**src/rtl/clint_bridge_pkg.sv**
```systemverilog
// clint_bridge_pkg: shared types and default address map for the
// CLINT / data-RAM request bridge (FSM states, target IDs, bases).
package clint_bridge_pkg;

    typedef enum logic [1:0] {
        IDLE   = 2'd0,
        ACCESS = 2'd1,
        HOLD   = 2'd2
    } state_e;

    typedef enum logic [1:0] {
        TGT_CLINT = 2'd0,
        TGT_RAM   = 2'd1,
        TGT_MISS  = 2'd2
    } tgt_e;

    localparam logic [63:0] DEF_CLINT_BASE = 64'h0000_0000_0200_0000;
    localparam logic [63:0] DEF_RAM_BASE   = 64'h0000_0000_8000_0000;

endpackage

```
**src/rtl/clint_bridge.sv**
```systemverilog
// clint_bridge: routes one CPU request at a time to the CLINT or the
// data RAM and returns a single response; unmapped addresses get err.
// Ports: clk/resetn; req_* CPU request; resp_* CPU response;
// clint_* and ram_* target sides (read data valid one cycle after en).
module clint_bridge
    import clint_bridge_pkg::*;
#(
    parameter logic [63:0] CLINT_BASE = DEF_CLINT_BASE,
    parameter logic [63:0] RAM_BASE   = DEF_RAM_BASE,
    parameter int unsigned RAM_AW     = 16
) (
    input  logic        clk,
    input  logic        resetn,
    input  logic        req_valid,
    output logic        req_ready,
    input  logic [63:0] req_addr,
    input  logic [7:0]  req_we,
    input  logic [63:0] req_wdata,
    output logic        resp_valid,
    input  logic        resp_ready,
    output logic [63:0] resp_rdata,
    output logic        resp_err,
    output logic        clint_en,
    output logic [7:0]  clint_we,
    output logic [63:0] clint_addr,
    output logic [63:0] clint_wdata,
    input  logic [63:0] clint_rdata,
    output logic        ram_en,
    output logic [7:0]  ram_we,
    output logic [63:0] ram_addr,
    output logic [63:0] ram_wdata,
    input  logic [63:0] ram_rdata
);

    state_e      state;
    tgt_e        tgt_q;
    logic        rd_q;
    logic [63:0] hold_rdata;
    logic        hold_err;

    tgt_e        hit;
    logic        hs;
    logic [63:0] acc_rdata;
    logic        acc_err;

    function automatic tgt_e decode(input logic [63:0] a);
        tgt_e t;
        t = TGT_MISS;
        if (a[63:16] == CLINT_BASE[63:16])
            t = TGT_CLINT;
        else if (a[63:RAM_AW] == RAM_BASE[63:RAM_AW])
            t = TGT_RAM;
        return t;
    endfunction

    // Gated by resetn so no handshake or target strobe can leak out
    // while the bridge is held in reset.
    assign req_ready = resetn && (state == IDLE);
    assign hs        = req_valid && req_ready;
    assign hit       = decode(req_addr);

    assign clint_en    = hs && (hit == TGT_CLINT);
    assign clint_we    = req_we;
    assign clint_addr  = req_addr;
    assign clint_wdata = req_wdata;

    assign ram_en    = hs && (hit == TGT_RAM);
    assign ram_we    = req_we;
    assign ram_addr  = req_addr;
    assign ram_wdata = req_wdata;

    // Target read data is only valid in the cycle after en, i.e. ACCESS.
    always_comb begin
        acc_rdata = '0;
        if (rd_q) begin
            case (tgt_q)
                TGT_CLINT: acc_rdata = clint_rdata;
                TGT_RAM:   acc_rdata = ram_rdata;
                default:   acc_rdata = '0;
            endcase
        end
    end

    assign acc_err = (tgt_q == TGT_MISS);

    always_comb begin
        resp_valid = 1'b0;
        resp_rdata = '0;
        resp_err   = 1'b0;
        case (state)
            ACCESS: begin
                resp_valid = 1'b1;
                resp_rdata = acc_rdata;
                resp_err   = acc_err;
            end
            HOLD: begin
                resp_valid = 1'b1;
                resp_rdata = hold_rdata;
                resp_err   = hold_err;
            end
            default: ;
        endcase
    end

    always_ff @(posedge clk or negedge resetn) begin
        if (!resetn) begin
            state      <= IDLE;
            tgt_q      <= TGT_MISS;
            rd_q       <= 1'b0;
            hold_rdata <= '0;
            hold_err   <= 1'b0;
        end else begin
            case (state)
                IDLE: begin
                    if (hs) begin
                        state <= ACCESS;
                        tgt_q <= hit;
                        rd_q  <= (req_we == 8'h00);
                    end
                end
                ACCESS: begin
                    if (resp_ready) begin
                        state <= IDLE;
                    end else begin
                        // Target data vanishes after this cycle; keep a copy.
                        hold_rdata <= acc_rdata;
                        hold_err   <= acc_err;
                        state      <= HOLD;
                    end
                end
                HOLD: begin
                    if (resp_ready)
                        state <= IDLE;
                end
                default: state <= IDLE;
            endcase
        end
    end

endmodule

```
**config.mk**
```make
export PLATFORM = sky130hd
export DESIGN_NAME = clint_bridge
export DESIGN_NICKNAME = d
export VERILOG_FILES = /design/src/rtl/clint_bridge_pkg.sv /design/src/rtl/clint_bridge.sv
export SDC_FILE = /design/constraint.sdc
export NUM_CORES = 1
export LEC_CHECK = 0
export ABC_AREA = 1
export CORE_AREA = 2 2 238 240
export DETAILED_ROUTE_END_ITERATION = 12
export DIE_AREA = 0 0 240 242
export SYNTH_ARGS = -nofsm -noshare
export SYNTH_HDL_FRONTEND = slang
export SYNTH_SLANG_ARGS = --single-unit
```
**constraint.sdc**
```tcl
create_clock -name clk -period 1.85 [get_ports clk]
set_clock_uncertainty 0.1 [all_clocks]
set_input_delay 0.37 -clock clk [delete_from_list [all_inputs] [get_ports clk]]
set_output_delay 0.37 -clock clk [all_outputs]
set_load 0.01 [all_outputs]
```
==> flow_results.org <==
** Clocking
- Clk slew on worst S/H paths :: about 0.07 ns
- Clock tree synthesis inserted a total of 9 buffers.
- TritonCTS built the clock tree.
- Hold_buf cts :: 0
- Maximum level of the CTS H-tree :: 3
- The later pin in the worst-skew pair is clocked with a latency of 0.36 ns.
- Sink Count :: 70
- Master cell of the clock root buffer :: sky130_fd_sc_hd__clkbuf_16
- Maximum clock path buffer count :: 2

** Power
- For this design the total switching power over the nets is ~5.6 mW.
- The clock network is responsible for between 10% and 20% of the overall power.
- Internal power comes to 7.549 mW.
- Per report_power, the sequential group accounts for approximately 13% of the total.
- Sw Share :: 42.77%
- Power spread over the standard cell area amounts to about 920 nW/um2.
- Power, Total :: about 13 mW
- Static leakage :: 6.171 nW
- Combinational cells account for between 70% and 80% of the total power.
- Max rail drop VDD :: around 0.0005 V

** Synthesis
- Adder and majority gate portion of the synthesized area :: less than 1%
- Counting every net in the synthesized netlist gives about 1,400.
- Share of synthesized cell area in and, or, nand and nor gates :: between 30% and 40%
- After synthesis, the share of cell area in mux cells is 0%.
- The cell area that synthesis handed to floorplanning was 7935 um2.
- Fraction of the mapped netlist area in compound gates :: between 4 and 5%
- Warnings from Yosys :: 0
- Main combinational cell family by area after synthesis :: simple AND/OR/NAND/NOR gates
- Distinct cell type count after synthesis :: 27
- After technology mapping, the gate count stands at 1,094.
- In this run the mean area of a mapped cell was around 7.3 um2.
- Area share of xor/xnor cells in the synthesized design :: 0%
- Sequential cells were found to cover 22.09% of the synthesized design area.
- Seq cells post-synth :: 70

** Floorplan
- The floorplan step set the die height to ~240 um.
- CORE AREA :: between 50,000 and 60,000 um2
- Starting density of the core :: about 14%
- In this run the horizontal extent of the chip is 240 um.
- Standard-cell rows :: 87
- In this run the count of I/O pins placed on the die edge is around 610.
- The floorplan step defined a die boundary enclosing about 58,000 um2.

** STA
- Smallest hold slack :: ~0.050 ns
- Normalized max-slew margin :: a little over three fifths
- Setup violations remaining at the end of the flow were counted as 134.
- Setup repair after global routing missed its margin :: true
- Final critical-path share of the clock period :: 129.3%
- Across all setup checks in the final design, the least slack found is -0.5423 ns.
- Number of pins exceeding their max-slew limit in the final report :: 0
- Actual slew at the worst max-slew pin :: about 0.56 ns
- Static timing analysis puts the maximum clock frequency at between 0.4 and 0.5 GHz.
- Final critical path time including I/O delays and setup :: ~2.4 ns
- Setup TNS after final layout :: -46.76 ns
- The count of endpoints failing hold in the final timing report came to 0.

** Place
- HPWL after detailed placement :: between 20,000 and 30,000 um
- Routability-driven placement finished with a final weighted congestion of 0.8181.
- Placed Instances :: a little over 2,000
- Number of buffers inserted by port buffering :: 368
- Summing all placed instances gives a cell area of 11,430 um2.
- OpenSTA, run right after detailed placement, puts the worst setup slack at -0.8885 ns.

** Worst setup path
- By instance count, the cell type seen most on the critical path is sky130_fd_sc_hd__buf_12.
- Stage delay of the slowest cell on the critical path :: approximately 0.6 ns
- Counting cells, the worst reg-to-reg path comes to 13.
- Required arrival time at the worst endpoint :: roughly 1.4 ns
- CP bufs+invs :: 5
- In this design, the largest share of critical-path delay is due to buffers and inverters.
- Slowest stage cell on the critical path :: sky130_fd_sc_hd__dfstp_2
- Walking the worst path, the cells encountered are clkinv_8 > buf_12 > buf_12 > buf_6 > nand3_1 > nand2_2 > nand3_2 > a21oi_2 > buf_4.
- The endpoint identified for the worst register-to-register timing path is hold_rdata[42].
- Worst-path fanout max :: 6
- The startpoint identified for the worst register-to-register timing path is state[1].
- The worst setup path is launched from a flop.
- For flop-to-flop paths, the worst setup slack is -0.28 ns.
- STA puts the critical path data arrival time at 1.92 ns.
- Critical path class :: flop to primary output
- Critical path depth :: 9
- STA classifies the critical path endpoint as a primary output.

** Hold path
- The min-delay analysis places its worst path in the category input port to asynchronous set/reset pin.

** Job
- Max-cap violations in this run came to 0.

** GRT
- The first global-routing pass estimated slightly above 50,000 um of wire.
- Entering global routing, the biggest net connects 37 pins.
- Vias in the first global route :: just over 8,000
- For this run the aggregate overflow at the end of global routing stands at 0.
- In the global route stage, overall resource usage came out at ~12%.
- Antenna violations before repair :: 4

** Final layout
- Antenna Cells :: 0
- Fraction of the core area covered by cells at the end of the flow :: about a quarter
- Layout-stage area growth over the synthesis result :: 81.49%
- Of the cells placed in the final design, the portion with a size suffix greater than 1 is a little over half.
- In the layout the commonest cells are sky130_fd_sc_hd__clkdlybuf4s50_1 (235), sky130_fd_sc_hd__buf_4 (172), sky130_fd_sc_hd__nand2_1 (151), sky130_fd_sc_hd__nand3_2 (143), sky130_fd_sc_hd__nand2_2 (99).
- The library cell used most frequently in the layout, excluding fill and tap cells, is sky130_fd_sc_hd__clkdlybuf4s50_1.
- Counting the fill cells in the layout gives between 6,000 and 7,000.
- In the final design database the tool counted about 1,700 nets.
- Non-filler instance count after layout :: 2,152
- Cell area after layout :: ~14,000 um2

** Drt
- Routed Antenna Nets :: 0
- Using the TritonRoute via totals, the vias-per-cell ratio works out to 3.876.
- Routed wire length :: 40,570 um
- Dividing the detail-routed wire length by the instance count gives 18.85 um.
- For this run, design rule violations remaining after detail routing come to 0.
- The routed layout has 8,342 vias.
- The detailed router finished its first iteration with about 310 violations.
- Drt first pass iters :: 4

** Status
- Violated checks :: negative setup slack
- The flow ran to the end, but the final reports show violations.
## power by group through the flow
stage,registers [mW],logic [mW],clock network (mW)
after global routing,1.65,10.2,2.03
after detailed placement,1.66,5.53,0
after CTS,1.64,6.80,1.97
after global placement,1.66,5.47,0
final,1.64,9.67,1.88
after floorplan,1.65,3.29,0
## worst max-delay path by stage
stage | to | start
global placement | clint_en | req_addr[38]
global route | resp_rdata[6] | tgt_q[0]
finish | resp_rdata[55] | tgt_q[1]
detailed placement | ram_en | req_addr[63]
floorplan | resp_rdata[24] | state[0]
CTS | resp_rdata[6] | tgt_q[0]
## Yosys cell counts, drive strengths merged
cell	n	area, um2
nor4	2	12.51
o31ai	1	7.510
ha	4	50.05
o21ai	2	10.01
bufbuf	1	18.77
nand4	2	12.51
inv	18	67.56
nor2	35	133.9
buf	329	2589
nand3b	1	7.510
nand3	260	1677
nand2	284	1159
dfstp	1	26.28
dfrtp	69	1727
a21oi	66	356.6
clkbuf	19	81.32
## cell type report
type / count / area (um2) / area share (%)
Timing Repair Buffer: 634 / 6404 / 44.47
Multi-Input combinational cell: 657 / 4851 / 33.68
Sequential cell: 70 / 1760 / 12.22
Tap cell: 756 / 945.9 / 6.568
Clock buffer: 9 / 225.2 / 1.564
Inverter: 18 / 118.9 / 0.8254
Clock inverter: 7 / 80.08 / 0.5560
Timing Repair inverter: 1 / 16.27 / 0.1129
## layer usage
layer	wire length, um	part of all wire, %	global-route usage, %	vias to the layer above
met5	0	0	0.2525	-
met4	1277	3.1	5.225	0
met3	3210	7.9	3.794	63
met2	21260	52	21.74	420
met1	14820	37	12.86	3974
li1	-	-	-	3885
## flip-flops by register name (all words and copies together) (netlist names)
signal / cells
hold_err: 1
tgt_q: 2
rd_q: 1
hold_rdata: 64
state: 2
## logic make-up after synthesis
kind of cell | Yosys count
AOI/OAI and AO/OA | 69
adders and majority gates | 4
and+or+nand+nor | 584
DFF | 70
buffers and inverters | 367
## what timing repair did
| action | in CTS | in global routing |
|---|---|---|
| pin swaps | 58 | 148 |
| endpoints found under the setup margin | 247 | 153 |
| cloned | 5 | 21 |
| buffers inserted | 27 | 47 |
| gates resized for setup | 400 | 389 |
Power figures use the tool's default switching activity.
